--- src/rtl/burst_fetch_pkg.sv ---
// Shared types and width helpers for the burst fetch FIFO slice.
package burst_fetch_pkg;

   typedef enum logic [1:0] {
      IDLE = 2'd0,
      REQ  = 2'd1,
      RECV = 2'd2
   } fetch_state_t;

   // Pointer width for a power-of-two depth; a 1-entry pointer still needs one bit.
   function automatic int unsigned ptr_width(input int unsigned depth);
      return (depth > 1) ? $clog2(depth) : 1;
   endfunction

   // Occupancy width: must be able to represent DEPTH itself.
   function automatic int unsigned cnt_width(input int unsigned depth);
      return $clog2(depth) + 1;
   endfunction

   // Beat counter width: must be able to represent BURST itself.
   function automatic int unsigned beat_width(input int unsigned burst);
      return (burst > 1) ? $clog2(burst + 1) : 1;
   endfunction

endpackage

--- src/rtl/sync_fifo_core.sv ---
// Synchronous FIFO: storage, pointers, registered occupancy and flags, registered pop data.
module sync_fifo_core
   import burst_fetch_pkg::*;
#(
   parameter int unsigned DATA_W = 8,
   parameter int unsigned DEPTH  = 16
) (
   input  logic                    clk,
   input  logic                    rst,
   input  logic                    wr_en,
   input  logic [DATA_W-1:0]       wr_data,
   input  logic                    rd_en,
   output logic [DATA_W-1:0]       rd_data,
   output logic                    rd_valid,
   output logic                    empty,
   output logic                    full,
   output logic [$clog2(DEPTH):0]  count
);

   localparam int unsigned PTR_W = ptr_width(DEPTH);
   localparam int unsigned CNT_W = cnt_width(DEPTH);

   logic [DATA_W-1:0] mem [DEPTH];
   logic [PTR_W-1:0]  wr_ptr;
   logic [PTR_W-1:0]  rd_ptr;
   logic [CNT_W-1:0]  count_n;
   logic              push;
   logic              pop;

   // Accepted operations and next occupancy.
   always_comb begin
      push    = wr_en;
      pop     = rd_en && !empty;
      count_n = count;
      if (push && !pop) begin
         count_n = count + CNT_W'(1);
      end else if (pop && !push) begin
         count_n = count - CNT_W'(1);
      end
   end

   // Storage array; contents need no reset.
   always_ff @(posedge clk) begin
      if (push) begin
         mem[wr_ptr] <= wr_data;
      end
   end

   // Pointers wrap modulo DEPTH; flags are registered alongside count.
   always_ff @(posedge clk) begin
      if (rst) begin
         wr_ptr   <= '0;
         rd_ptr   <= '0;
         count    <= '0;
         empty    <= 1'b1;
         full     <= 1'b0;
         rd_data  <= '0;
         rd_valid <= 1'b0;
      end else begin
         if (push) begin
            wr_ptr <= wr_ptr + PTR_W'(1);
         end
         if (pop) begin
            rd_ptr  <= rd_ptr + PTR_W'(1);
            rd_data <= mem[rd_ptr];
         end
         rd_valid <= pop;
         count    <= count_n;
         empty    <= (count_n == CNT_W'(0));
         full     <= (count_n == CNT_W'(DEPTH));
      end
   end

   // Space is reserved before each burst, so a write into a full FIFO is a design error.
   always_ff @(posedge clk) begin
      if (!rst) begin
         assert (!(wr_en && full));
      end
   end

endmodule

--- src/rtl/burst_fetch_fifo.sv ---
// Fetches a fixed-length burst per accepted request pulse and buffers it for a reader.
module burst_fetch_fifo
   import burst_fetch_pkg::*;
#(
   parameter int unsigned DATA_W = 8,
   parameter int unsigned DEPTH  = 16,
   parameter int unsigned BURST  = 4
) (
   input  logic                    clk,
   input  logic                    rst,
   input  logic                    req_pulse,
   output logic                    src_req,
   input  logic                    src_ack,
   input  logic                    src_valid,
   input  logic [DATA_W-1:0]       src_data,
   input  logic                    rd_en,
   output logic [DATA_W-1:0]       rd_data,
   output logic                    rd_valid,
   output logic                    empty,
   output logic                    full,
   output logic [$clog2(DEPTH):0]  count,
   output logic                    busy,
   output logic                    req_drop,
   output logic                    proto_err
);

   localparam int unsigned CNT_W  = cnt_width(DEPTH);
   localparam int unsigned BEAT_W = beat_width(BURST);

   fetch_state_t      state;
   fetch_state_t      state_n;
   logic [BEAT_W-1:0] beat;
   logic [BEAT_W-1:0] beat_n;
   logic              src_req_n;
   logic              busy_n;
   logic              req_drop_n;
   logic              proto_err_n;
   logic              fifo_wr;
   logic              space_ok;

   // Next-state, beat counting, space check and error pulses.
   always_comb begin
      state_n     = state;
      beat_n      = beat;
      src_req_n   = 1'b0;
      req_drop_n  = 1'b0;
      proto_err_n = 1'b0;
      fifo_wr     = 1'b0;
      space_ok    = (CNT_W'(DEPTH) - count) >= CNT_W'(BURST);
      unique case (state)
         IDLE: begin
            proto_err_n = src_valid;
            if (req_pulse) begin
               if (space_ok) begin
                  state_n   = REQ;
                  src_req_n = 1'b1;
               end else begin
                  req_drop_n = 1'b1;
               end
            end
         end
         REQ: begin
            proto_err_n = src_valid;
            req_drop_n  = req_pulse;
            if (src_ack) begin
               state_n = RECV;
               beat_n  = '0;
            end else begin
               src_req_n = 1'b1;
            end
         end
         RECV: begin
            req_drop_n = req_pulse;
            if (src_valid) begin
               fifo_wr = 1'b1;
               beat_n  = beat + BEAT_W'(1);
               if (beat_n == BEAT_W'(BURST)) begin
                  state_n = IDLE;
               end
            end
         end
         default: state_n = IDLE;
      endcase
      busy_n = (state_n != IDLE);
   end

   // State and registered control outputs.
   always_ff @(posedge clk) begin
      if (rst) begin
         state     <= IDLE;
         beat      <= '0;
         src_req   <= 1'b0;
         busy      <= 1'b0;
         req_drop  <= 1'b0;
         proto_err <= 1'b0;
      end else begin
         state     <= state_n;
         beat      <= beat_n;
         src_req   <= src_req_n;
         busy      <= busy_n;
         req_drop  <= req_drop_n;
         proto_err <= proto_err_n;
      end
   end

   sync_fifo_core #(
      .DATA_W (DATA_W),
      .DEPTH  (DEPTH)
   ) u_fifo (
      .clk      (clk),
      .rst      (rst),
      .wr_en    (fifo_wr),
      .wr_data  (src_data),
      .rd_en    (rd_en),
      .rd_data  (rd_data),
      .rd_valid (rd_valid),
      .empty    (empty),
      .full     (full),
      .count    (count)
   );

endmodule

--- config.mk ---
export PLATFORM = sky130hd
export DESIGN_NAME = burst_fetch_fifo
export DESIGN_NICKNAME = d
export VERILOG_FILES = /design/src/rtl/burst_fetch_pkg.sv /design/src/rtl/sync_fifo_core.sv /design/src/rtl/burst_fetch_fifo.sv
export SDC_FILE = /design/constraint.sdc
export NUM_CORES = 1
export LEC_CHECK = 0
export BUFFER_PORTS_ARGS = -buffer_cell sky130_fd_sc_hd__buf_2
export CAP_MARGIN = 20
export CORE_UTILIZATION = 40
export CTS_CLUSTER_DIAMETER = 200
export DETAILED_ROUTE_END_ITERATION = 10
export HOLD_SLACK_MARGIN = 0.06
export REMOVE_ABC_BUFFERS = 1
export SLEW_MARGIN = 20
export SYNTH_ARGS = -nofsm -noshare
export SYNTH_HDL_FRONTEND = slang
export SYNTH_SLANG_ARGS = --single-unit
--- constraint.sdc ---
create_clock -name clk -period 4.8 [get_ports clk]
set_input_delay 0.96 -clock clk [delete_from_list [all_inputs] [get_ports clk]]
set_output_delay 0.96 -clock clk [all_outputs]
set_load 0.02 [all_outputs]
## After elaboration in Yosys (flattened, before gate mapping)

Memories as Yosys holds them, arrays and structs flattened. A register that Yosys moved wholly into a read port is not among the register bits.
Index checks and enable logic that the tools add are counted.

| storage, ports and cells | value |
|---|---|
| register bits after elaboration | 25 |
| bits in latches | 0 |
| RAM bits | 128 |
| bits in read-only memories | 0 |
| bits of input ports | 14 |
| output and inout bits | 20 |
| word-level logic and storage cells | 63 |
| memories | 1 |

| cells by class | value |
|---|---|
| add/subtract/negate cells | 6 |
| multipliers | 0 |
| div/mod/pow operators | 0 |
| $lt $le $gt $ge | 1 |
| equal/unequal tests | 6 |
| shifts and indexed selects | 0 |
| mux-type cells | 22 |
| bitwise gates (word level) | 1 |
| reduce and logical (&&, ||, !) cells | 14 |

Memory list:

| memory | depth | bits a word | rd ports | clocked after memory_dff | wr ports | RTL line | source |
|---|---|---|---|---|---|---|---|
| u_fifo.mem | 16 | 8 | 1 | 1 | 1 | sync_fifo_core.sv:23 | `logic [DATA_W-1:0] mem [DEPTH];` |

Operators by type and width:

| kind | count |
|---|---|
| $mux 2 | 5 |
| $mux 5 | 2 |
| $mux 1 | 9 |
| $add 4x1->4 const B | 2 |
| $mux 3 | 2 |
| $pmux 2 s3 | 1 |
| $pmux 3 s2 | 1 |
| $reduce_or 2->1 | 3 |
| $add 5x1->5 const B | 1 |
| $eq 5x5->1 const B | 1 |
| $ge 5x3->1 const B | 1 |
| $logic_not 5->1 | 1 |
| $sub 5x1->5 const B | 1 |
| $sub 5x5->5 const A | 1 |
| $ne 2x2->1 const B | 2 |
| $pmux 1 s2 | 2 |
| $reduce_bool 2->1 | 2 |
| $add 3x1->3 const B | 1 |
| $eq 3x3->1 const B | 1 |
| $logic_and 1x1->1 | 3 |
| $logic_not 1->1 | 3 |
| $reduce_and 3->1 | 1 |
| $eq 2x1->1 const B | 1 |
| $eq 2x2->1 const B | 1 |
| 2 further kinds | 2 |

## Longest topological paths before layout

Gate-level depths: netlist (run 1).

| depth | value |
|---|---|
| depth in word-level cells | 7 |
| depth in mapped cells | 8 |
| gate-level depth less buffers | 7 |

## Modules after synthesis

A second synthesis (run 1) with hierarchy kept.

| unflattened totals | value |
|---|---|
| cells, all modules | 457 |
| area total of the unflattened synthesis | 6615.1 µm² |

By module, submodules not included:

| module | instances | cells each | area each (µm²) | sequential area each (µm²) |
|---|---|---|---|---|
| sync_fifo_core | 1 | 398 | 6099.6 | 4324.1 |
| burst_fetch_fifo | 1 | 59 | 515.5 | 180.2 |

## Worst setup path before layout (run 1)

OpenSTA, ideal clock, no wires.

| timing | value |
|---|---|
| kind | input-to-reg |
| start | input port src_valid |
| end | memory u_fifo.mem[3][0], enable pin |
| setup time | 383 ps |
| arrival time | 1979 ps |
| data required time | 4417 ps |
| slack | 2437 ps |
| stages on the path | 4 |
| path buffers | 1 |
| cell sequence | and2_1 -> buf_2 -> nand2_1 -> nor3_1 |

| between the ends | value |
|---|---|
| word-level cells in the longest chain between the ends | 4 |

Ends and longest elaborated chain:

| element | RTL line | source |
|---|---|---|
| from (decl) | burst_fetch_fifo.sv:14 | `input logic src_valid,` |
| $mux 1 | burst_fetch_fifo.sv:74 | `if (src_valid) begin` |
| $mux 1 | burst_fetch_fifo.sv:50 | `unique case (state)` |
| $mux 1 | sync_fifo_core.sv:44 | `if (push) begin` |
| $mux 1 (implied by the code) | sync_fifo_core.sv:45 | `mem[wr_ptr] <= wr_data;` |
| to (decl) | sync_fifo_core.sv:23 |  |

No other way between the ends.

## Worst setup path after layout (run 1)

| timing | value |
|---|---|
| start | register state[0] |
| end | memory u_fifo.mem[3][5], enable pin |

| between the ends | value |
|---|---|
| word-level cells in the longest chain between the ends | 4 |

Ends and longest elaborated chain:

| element | RTL line | source |
|---|---|---|
| from (decl) | burst_fetch_fifo.sv:30 | `fetch_state_t state;` |
| from (signal assigned) | burst_fetch_fifo.sv:97 | `state <= state_n;` |
| $eq 2x2->1 | burst_fetch_fifo.sv:50 |  |
| $mux 1 | burst_fetch_fifo.sv:50 |  |
| $mux 1 | sync_fifo_core.sv:44 |  |
| $mux 1 (implied by the code) | sync_fifo_core.sv:45 |  |

No other way between the ends.

==> results.toml, run 1 <==
[detailed_routing]
first_pass_iters = 4
wire_per_inst_um = 19.70
wl_mm = 13.04
final_antenna_net_count = 0
drtIter0Drc = 213
drc_errors = 0
vias = 3465
vias_per_cell = 5.234

[job]
drv_cap = 0

[worst_setup_path]
path_class = "flip-flop to flip-flop"
cp_slowest_cell = "nor3_1"
path_cells = "inv_1 > ha_1 > and2_1 > nand2_1 > nor3_1"
reg2reg_to = "u_fifo.mem[3][5]"
timing.rr.start = "state[0]"
startpoint_type = "flip-flop"
critPathMaxStageDelay_ns = 0.87
r2r_slack_ns = 2.15
crit_start = "state[0]"
reg2regPathDepth = 5
crit_required_ns = 4.82
crit_fanout = 10
cp-end-kind = "flip-flop"
cp.arrival_ns = 2.67

[floorplan]
dieWidth_um = 129.7
rows = 46
num_io_pins = 34
start_util = 0.4107
die-area_mm2 = 0.01682
die_h_um = 129.7
coreArea_mm2 = 0.01589

[yosys]
synth_area_mm2 = 0.006524
syn_inst = 399
synth_top_flop_cell = "edfxtp_1"
synth-edff-count = 128
yosysWarnings = 0
synth.avg_cell_area_um2 = 16.35
ys_seq_area_frac = 0.6904
ys_ff_latch = 161
async_flop_share = 0
synth_cell_type_count = 39

[timing]
finClkSkew_ns = 0.02077
fin_ws_ns = 2.155
final_max_slew_viol_count = 0
slew_headroom = 0.2749
setup_tns_ns = 0
min_period_over_period = 0.5511
setup_viol = 0
min_period_ns = 2.645
fmax_mhz = 378.0
rsz0062_at_grt = "false"
worstMarginPinSlew_ns = 1.079
hold_violations = 0

[placed_design]
dpl.cell_count = 630
post-place-ws_ns = 1.800
hpwl_mm = 8.414
io_buffers = 33
gp_congestion = 0.8152

[final_layout]
final_nets = 461
syn_to_final_growth_pct = 14.75
fillers = 1385
instances_no_fill = 662
diodes = 0
layout-drive-gt1-share = 0.1973

[global_route]
antenna_found_initial = 0
globalRouteTotalUtil = 0.1727
grt_pass1_wl_mm = 20.32
grt_pass1_vias = 3548
grt-ovfl-total = 0
grt_max_degree = 36

[pwr]
p_per_area_mw_per_mm2 = 470.7
ir_drop_mv = 0.3184
p_leak_nw = 2.544

[clock_network]
postCtsHoldBufs = 0
cts.sinks = 161
h-tree-depth = 4
ctsResizeCount = 0
root_buffer = "clkbuf_16"
postCtsSetupBuffers = 0
clock_path_buffers = 2
cts_tree = "built"
cts_made_buffers = 17
clk_latency_ns = 0.43
clk_pin_slew_ns = 0.06

[hold_path]
holdCritStartpoint = "u_fifo.rd_data[6]"
hold_end = "u_fifo.rd_data[6]"
hold_path_depth = 2
min_path_type = "flip-flop to flip-flop"

[run_status]
outcome = "finished clean"
## area by class of cell
type	count	area (um^2)	share of cell area
sequential	161	4506	0.6019
multi-input combinational	209	1856	0.2479
clock buffer	18	429.2	0.05733
tap	216	270.3	0.03610
clock inverter	14	211.5	0.02825
timing repair buffer	35	180.2	0.02407
inverter	9	33.78	0.004513
## layout by cell type, fill, tap and decap left out, types with 2 or more instances in the layout
cell type  Yosys  layout
clkinv_1       0       3
nor2_1        38      38
xnor2_1        5       5
nor3_2         0       2
nor2b_1        7       7
edfxtp_1     128     128
nand2b_1       5       5
nand4_1        4       4
clkbuf_16      0      17
inv_1          9       9
a21oi_1       27      27
a22oi_1       17      17
xor2_1         5       5
and2_1         2       2
mux4_2        18      18
dfxtp_1       33      32
ha_1          14      14
nand3_1        3       3
or2_2          2       2
a211oi_1       3       3
o211a_1        2       2
bufinv_16      0       5
mux4_1        14      14
nor3_1         8       6
buf_2          6      33
o21ai_0        4       4
clkinv_4       0       2
nand2_1       21      21
buf_4          3       2
## synthesized netlist by cell type (3+ instances only)
master,number,area (um^2)
mux4_2,18,405.4
buf_4,3,22.52
nand2b_1,5,31.28
a21oi_1,27,135.1
xnor2_1,5,43.79
ha_1,14,175.2
buf_6,4,45.04
a22oi_1,17,127.6
buf_2,6,30.03
o21ai_0,4,20.02
mux4_1,14,367.9
inv_1,9,33.78
edfxtp_1,128,3844
xor2_1,5,43.79
a211oi_1,3,22.52
nor3_1,8,40.04
nand4_1,4,25.02
dfxtp_1,33,660.6
nor2_1,38,142.6
nor2b_1,7,43.79
nand3_1,3,15.01
nand2_1,21,78.83
## cell families (layout without fill, tap and decap cells)
| group | after synthesis | after routing | share of synthesized area |
|---|---|---|---|
| compound gates | 59 | 59 | 0.05773 |
| xor+xnor | 10 | 10 | 0.01342 |
| fa+ha+maj | 14 | 14 | 0.02685 |
| buf+inv | 29 | 76 | 0.02666 |
| flops | 161 | 161 | 0.6904 |
| mux | 32 | 32 | 0.1185 |
| simple gates | 94 | 94 | 0.06636 |
## power breakdown
part | internal [W] | total [W] | switching (W) | leakage (nW)
clock network | 0.000923 | 0.00145 | 0.000529 | 0.309
registers | 0.00155 | 0.00162 | 0.0000703 | 1.42
logic | 0.000210 | 0.000454 | 0.000244 | 0.816
total | 0.00268 | 0.00352 | 0.000843 | 2.54
## registers in the layout, summed over array words and instances (netlist names), 2 cells and up
register and flops:
u_fifo.mem 128, u_fifo.rd_data 8, u_fifo.count 5, u_fifo.rd_ptr 4, u_fifo.wr_ptr 4, beat 3, state 2
## routing by layer
metal | up-vias | track usage | part of all wire
met5 | - | 0 | 0
met4 | 0 | 0.07182 | 0.013
met3 | 10 | 0.03444 | 0.055
met2 | 103 | 0.2910 | 0.51
met1 | 1734 | 0.2192 | 0.42
li1 | 1618 | - | -
## critical path, delay by kind of cell (launching register included)
| kind | cells | cell delay, ns |
|---|---|---|
| flops | 1 | 0.34 |
| buf+inv | 1 | 0.11 |
| simple gates | 3 | 1.54 |
| fa+ha+maj | 1 | 0.27 |
## worst max-delay path by stage
stage                                   end  slack (ns)  cells after the start
after floorplan           u_fifo.rd_data[0]        2.21                      5
after global placement     u_fifo.mem[1][2]        1.87                      4
after detailed placement   u_fifo.mem[1][2]        1.80                      4
after CTS                  u_fifo.mem[0][4]        2.13                      5
after global routing       u_fifo.mem[3][3]        2.01                      5
final                      u_fifo.mem[3][5]        2.15                      5
## metrics by stage
stage / power, W / utilization / instance area [um^2] / hold WS, ns
after floorplan: 0.001959 / - / 6384 / 0.4462
after global placement: 0.002100 / 0.4303 / 6835 / 0.4637
after detailed placement: 0.002110 / 0.4303 / 6835 / 0.4799
after CTS: 0.003564 / 0.4706 / 7476 / 0.4936
after global routing: 0.003662 / 0.4713 / 7486 / 0.5147
final: 0.003524 / 0.4713 / 7486 / 0.4840
(Power assumes the default switching activity.)
==> inputs of run 2 (changes only) <==
--- a/config.mk
+++ b/config.mk
@@ -5,6 +5,7 @@
 export SDC_FILE = /design/constraint.sdc
 export NUM_CORES = 1
 export LEC_CHECK = 0
+export ABC_AREA = 1
 export BUFFER_PORTS_ARGS = -buffer_cell sky130_fd_sc_hd__buf_2
 export CAP_MARGIN = 20
 export CORE_UTILIZATION = 40
==> constraint.sdc (replaced) <==
create_clock -name clk -period 2.4 [get_ports clk]
set_input_delay 0.48 -clock clk [delete_from_list [all_inputs] [get_ports clk]]
set_output_delay 0.48 -clock clk [all_outputs]
set_load 0.02 [all_outputs]
==> run 2 against run 1 <==
  * Sequential cell count unchanged
  * Critical path depth up 1
  * Die area up 5.1%
  * Critical endpoint is now u_fifo.mem[4][5]
  * Highest routed layer unchanged
  * Non-clock buffer count up 15
  * Hold slack worse by 0.17 ns
  * Clock skew down 0.012 ns
  * Clock-buffer cell count up 9
  * Global-route usage up 1.1 points
  * Fmax up 36%
  * First-iteration DRC count up 15%
==> results.toml, run 2 <==
[run_status]
outcome = "finished clean"

[clock_network]
clock_path_buffers = 2
postCtsHoldBufs = 0
postCtsSetupBuffers = 0
root_buffer = "clkbuf_16"
cts.sinks = 161
clk_latency_ns = 0.42
ctsResizeCount = 0
h-tree-depth = 4
cts_tree = "built"
clk_pin_slew_ns = 0.06
cts_made_buffers = 17

[timing]
rsz0062_at_grt = "false"
min_period_over_period = 0.8089
finClkSkew_ns = 0.008617
fmax_mhz = 515.1
final_max_slew_viol_count = 0
setup_viol = 0
worstMarginPinSlew_ns = 0.7012
slew_headroom = 0.5326
hold_ws_ns = 0.3132
hold_violations = 0
min_period_ns = 1.941

[worst_setup_path]
crit_start = "state[0]"
crit_fanout = 8
cp.arrival_ns = 1.99
path_cells = "inv_1 > ha_1 > nand2_4 > clkinv_4 > nand2_1 > nor2_1"
timing.rr.start = "state[0]"
path_class = "flip-flop to flip-flop"
cp_slowest_cell = "nor2_1"
crit_required_ns = 2.45
startpoint_type = "flip-flop"
r2r_slack_ns = 0.46
cp-end-kind = "flip-flop"
critPathMaxStageDelay_ns = 0.52

[floorplan]
num_io_pins = 34
rows = 47
start_util = 0.4121
die_h_um = 133.0
coreArea_mm2 = 0.01664
die-area_mm2 = 0.01768
dieWidth_um = 133.0

[final_layout]
fillers = 1551
final_nets = 741
syn_to_final_growth_pct = 14.50
layout-drive-gt1-share = 0.1240
diodes = 0
largest_reg_flops = 128
largest-register = "u_fifo.mem"
reg_top3 = "u_fifo.mem (128), u_fifo.rd_data (8), u_fifo.count (5)"
final_cell_mix = "nand2_1, edfxtp_1, nand3_1"
final_common_cell = "nand2_1"
final_core_util = 0.4719
design_area_mm2 = 0.007854

[detailed_routing]
drc_errors = 0
vias = 4611
wire_per_inst_um = 16.09
wl_mm = 15.22
vias_per_cell = 4.874
final_antenna_net_count = 0
drtIter0Drc = 246
first_pass_iters = 5

[hold_path]
holdCritStartpoint = "req_pulse"
min_path_type = "input port to flip-flop"

[global_route]
grt-ovfl-total = 0
grt_pass1_vias = 4561
grt_max_degree = 67
globalRouteTotalUtil = 0.1839
grt_pass1_wl_mm = 24.43
antenna_found_initial = 0

[yosys]
synth.avg_cell_area_um2 = 10.18
yosys.area.top_type = "edfxtp_1"
netlist_top_cells_area = "edfxtp_1, nand2_1, dfxtp_1"
synth_top_cell_area_share = 0.5604
synth_top_flop_cell = "edfxtp_1"
ys_seq_area_frac = 0.6567
async_flop_share = 0
yosysWarnings = 0
syn_inst = 674
synth_cell_type_count = 28
synth-edff-count = 128
synth_most_common_cell = "nand2_1"
ys_ff_latch = 161
synth_area_mm2 = 0.006859
netlist_top_cells_count = "nand2_1, edfxtp_1, nand3_1"

[pwr]
p_per_area_mw_per_mm2 = 957.5
p_leak_nw = 3.129
ir_drop_mv = 0.5193

[placed_design]
gp_congestion = 0.7921
hpwl_mm = 9.768
io_buffers = 33
placed_area_mm2 = 0.007287

[job]
drv_cap = 0
-- run 2: cell types whose count changed in the layout (fill, tap and decap cells not counted), sizes merged, moves of 7 or more --
cell / change
a22oi: -17
buf: +15
clkbuf: +9
inv: +29
mux4: -32
nand2: +189
nand3: +109
nor2: +16
nor2b: -7
o21ai: +10
-- run 2: through the flow --
stage | total power [W] | setup TNS (ns) | worst slack (ns) | instances
floorplan | 0.004488 | -3.129 | -0.3911 | 644
global placement | 0.004996 | 0 | 0.5342 | 914
detailed placement | 0.005017 | 0 | 0.4129 | 914
CTS | 0.007579 | 0 | 0.4361 | 946
global route | 0.007917 | 0 | 0.2083 | 946
finish | 0.007520 | 0 | 0.4587 | 946
-- run 2: area by class of cell --
class                      instances  area, um^2  area share
multi-input combinational        439        2031      0.2586
clock buffer                      27       513.0     0.06532
sequential                       161        4506      0.5737
inverter                          44       170.2     0.02167
timing repair buffer              50       305.3     0.03887
clock inverter                     5       53.80    0.006850
tap                              220       275.3     0.03505
-- run 2: critical path, delay by kind of cell (launching register included) --
family                     cells  cell delay [ns]
adders and majority gates      1             0.30
and+or+nand+nor                3             0.76
buffers and inverters          2             0.19
DFF                            1             0.33
-- run 2: layer usage --
layer,vias up,share of wire,track usage
li1,2351,-,-
met1,2146,0.46,0.2371
met2,92,0.48,0.3025
met3,22,0.034,0.03870
met4,0,0.027,0.07216
met5,-,0,0
-- run 2: cell families (layout without fill, tap and decap cells) --
| family | Yosys count | after routing | synth area share |
|---|---|---|---|
| adder cells (fa/ha/maj) | 14 | 14 | 0.02554 |
| AO/OA/AOI/OAI | 41 | 41 | 0.03156 |
| flip-flops | 161 | 161 | 0.6567 |
| XOR/XNOR | 2 | 2 | 0.002554 |
| buffers and inverters | 74 | 126 | 0.04724 |
| AND/OR/NAND/NOR | 382 | 382 | 0.2364 |
-- run 2: path summary, 6_finish.rpt --
| kind | end | cells after the start |
|---|---|---|
| worst max-delay path | u_fifo.mem[4][5] | 6 |
| worst max register to register | u_fifo.mem[4][5] | 6 |
| worst min-delay path | req_drop | 3 |
| worst min register to register | beat[2] | 2 |
-- run 2: power breakdown --
part           total, W  internal (W)  switching [W]
registers       0.00325       0.00314       0.000108
clock network   0.00256       0.00156       0.000998
logic           0.00171      0.000549        0.00116
total           0.00752       0.00526        0.00226
==> inputs of run 3 (changes only) <==
--- a/config.mk
+++ b/config.mk
@@ -5,7 +5,7 @@
 export SDC_FILE = /design/constraint.sdc
 export NUM_CORES = 1
 export LEC_CHECK = 0
-export ABC_AREA = 1
+export ABC_AREA = 0
 export BUFFER_PORTS_ARGS = -buffer_cell sky130_fd_sc_hd__buf_2
 export CAP_MARGIN = 20
 export CORE_UTILIZATION = 40
==> constraint.sdc (replaced) <==
create_clock -name clk -period 1.68 [get_ports clk]
set_input_delay 0.336 -clock clk [delete_from_list [all_inputs] [get_ports clk]]
set_output_delay 0.336 -clock clk [all_outputs]
set_load 0.02 [all_outputs]
==> run 3 against run 2 <==
  * The run now ends with setup timing left
  * Clock-buffer cell count fell by 10
  * Non-clock buffer count rose by 46
  * Combinational power rose by 16%
  * Register-to-register slack got worse by 0.60 ns
  * Sequential cell count did not move
  * Sequential power rose by 40%
  * Critical path type unchanged
  * Highest routed layer unchanged
==> results.toml, run 3 (same netlist as run 1, synthesis figures left out) <==
[run_status]
outcome = "finished, violations left"
violations = "setup timing"

[timing]
finClkSkew_ns = 0.007852
fin_ws_ns = -0.1462
hold_violations = 0
final_max_slew_viol_count = 0
min_period_over_period = 1.087
min_period_ns = 1.826
slew_headroom = 0.6165
fmax_mhz = 547.6
rsz0062_at_grt = "true"
setup_viol = 7
worstMarginPinSlew_ns = 0.5726

[hold_path]
hold_end = "req_drop"
holdCritStartpoint = "req_pulse"
min_path_type = "input port to flip-flop"
hold_path_depth = 3

[global_route]
globalRouteTotalUtil = 0.1748
grt_pass1_vias = 3743
grt_pass1_wl_mm = 21.11
antenna_found_initial = 0
grt_max_degree = 36
grt-ovfl-total = 0

[detailed_routing]
drtIter0Drc = 283
final_antenna_net_count = 0
first_pass_iters = 4
vias = 3734
wire_per_inst_um = 18.82
vias_per_cell = 5.165
drc_errors = 0
wl_mm = 13.61

[clock_network]
h-tree-depth = 4
cts_tree = "built"
cts_made_buffers = 17
postCtsHoldBufs = 0
clock_path_buffers = 2
cts.sinks = 161
clk_pin_slew_ns = 0.06
clk_latency_ns = 0.42
root_buffer = "clkbuf_16"

[pwr]
p_int_w = 0.007981
p_leak_nw = 2.907
p_per_area_mw_per_mm2 = 1306
power.switching_w = 0.002707
clock_power_share = 0.390
power_frac_comb = 0.186
p_seq_frac = 0.424
ir_drop_mv = 1.142
p_sw_frac = 0.2533

[worst_setup_path]
reg2reg_to = "u_fifo.rd_data[1]"
reg2regPathDepth = 7
startpoint_type = "flip-flop"
critPathMaxStageDelay_ns = 0.51
cp_slowest_cell = "mux4_2"
path_cells = "buf_6 > buf_12 > mux4_2 > a22oi_2 > a21oi_2 > a21oi_1 > nor2_1"
path_buf_inv = 2
cp-end-kind = "flip-flop"
r2r_slack_ns = -0.15
path_delay_family = "multiplexers"
crit_fanout = 8
cp.arrival_ns = 2.13
timing.rr.start = "u_fifo.rd_ptr[0]"
crit_required_ns = 1.99
path_class = "flip-flop to flip-flop"

[final_layout]
final_common_cell = "edfxtp_1"
final_core_util = 0.5152
fillers = 1349
largest_reg_flops = 128
design_area_mm2 = 0.008184
syn_to_final_growth_pct = 25.45
multiInputGateArea_mm2 = 0.001996
layout-drive-gt1-share = 0.3964
final_nets = 522
final_cell_mix = "edfxtp_1, buf_4, nor2_1"
largest-register = "u_fifo.mem"
diodes = 0
reg_top3 = "u_fifo.mem (128), u_fifo.rd_data (8), u_fifo.count (5)"
seqCellArea_mm2 = 0.004512

[floorplan]
dieWidth_um = 129.7
start_util = 0.4107
rows = 46
die_h_um = 129.7
coreArea_mm2 = 0.01589
num_io_pins = 34
die-area_mm2 = 0.01682

[placed_design]
io_buffers = 33
gp_congestion = 0.8502
hpwl_mm = 8.837
placed_area_mm2 = 0.007248

[job]
drv_cap = 0
[run 3: cell types whose count changed in the layout (fill, tap and decap cells not counted), moves of 6 or more]
cell	previous run	this run
buf_6	0	8
o21ai_1	10	1
nor2_1	50	34
a22oi_2	0	11
nand3_1	112	2
mux4_2	0	27
a22oi_1	0	6
inv_1	36	6
buf_4	16	51
nand2_1	206	20
[run 3: per-stage QoR]
| step | setup WS, ns | setup TNS [ns] | hold slack, ns | instances | total power (W) |
|---|---|---|---|---|---|
| 6_report | -0.1462 | -0.4308 | 0.1410 | 723 | 0.01069 |
| 5_1_grt | -0.2323 | -1.380 | 0.1400 | 723 | 0.01111 |
| 4_1_cts | -0.08779 | -0.4544 | 0.1246 | 720 | 0.01061 |
| 3_5_place_dp | -0.1980 | -9.306 | 0.4771 | 680 | 0.006274 |
| 3_3_place_gp | -0.2143 | -3.359 | 0.4601 | 680 | 0.006243 |
| 2_1_floorplan | -0.9075 | -36.17 | 0.4051 | 379 | 0.005598 |
[run 3: power by group through the flow]
stage | registers [W] | clock network [W] | logic (W)
after floorplan | 0.00482 | 0 | 0.000778
after detailed placement | 0.00460 | 0 | 0.00167
after global placement | 0.00460 | 0 | 0.00165
after CTS | 0.00453 | 0.00424 | 0.00185
final | 0.00454 | 0.00417 | 0.00198
after global routing | 0.00455 | 0.00440 | 0.00216
[run 3: worst reg2reg max path, stage by stage (launching register included)]
cell and delay, ns:
dfxtp_4 0.37, buf_6 0.13, buf_12 0.14, mux4_2 0.51, a22oi_2 0.24, a21oi_2 0.08
a21oi_1 0.17, nor2_1 0.06
[run 3: routing by layer]
layer  up-vias  wire length, um  track usage
li1       1731                -            -
met1      1907             6242       0.2330
met2        87             6629       0.2825
met3         9              610      0.04633
met4         0              126      0.05130
met5         -                0            0
[run 3: worst max path at each step]
stage | cells past startpoint | start | to | slack (ns)
final | 7 | u_fifo.rd_ptr[0] | u_fifo.rd_data[1] | -0.15
after global routing | 7 | u_fifo.rd_ptr[0] | u_fifo.rd_data[1] | -0.23
after CTS | 7 | u_fifo.rd_ptr[0] | u_fifo.rd_data[1] | -0.09
after detailed placement | 7 | u_fifo.rd_ptr[0] | u_fifo.rd_data[2] | -0.20
after global placement | 7 | u_fifo.rd_ptr[0] | u_fifo.rd_data[1] | -0.21
after floorplan | 5 | u_fifo.rd_ptr[0] | u_fifo.rd_data[0] | -0.91
[run 3: layout make-up]
type | count | area share
clock buffer | 17 | 0.05198
timing repair buffer | 96 | 0.08867
clock inverter | 15 | 0.02706
multi-input combinational | 209 | 0.2438
tap | 216 | 0.03302
inverter | 9 | 0.004128
sequential | 161 | 0.5513
[run 3: what timing repair did]
action	in CTS	in global routing
gates resized for setup	29	39
endpoints found under the setup margin	139	117
pin swaps	12	11
hold endpoints to repair	0	0
buffers inserted	7	4
gates cloned	1	0
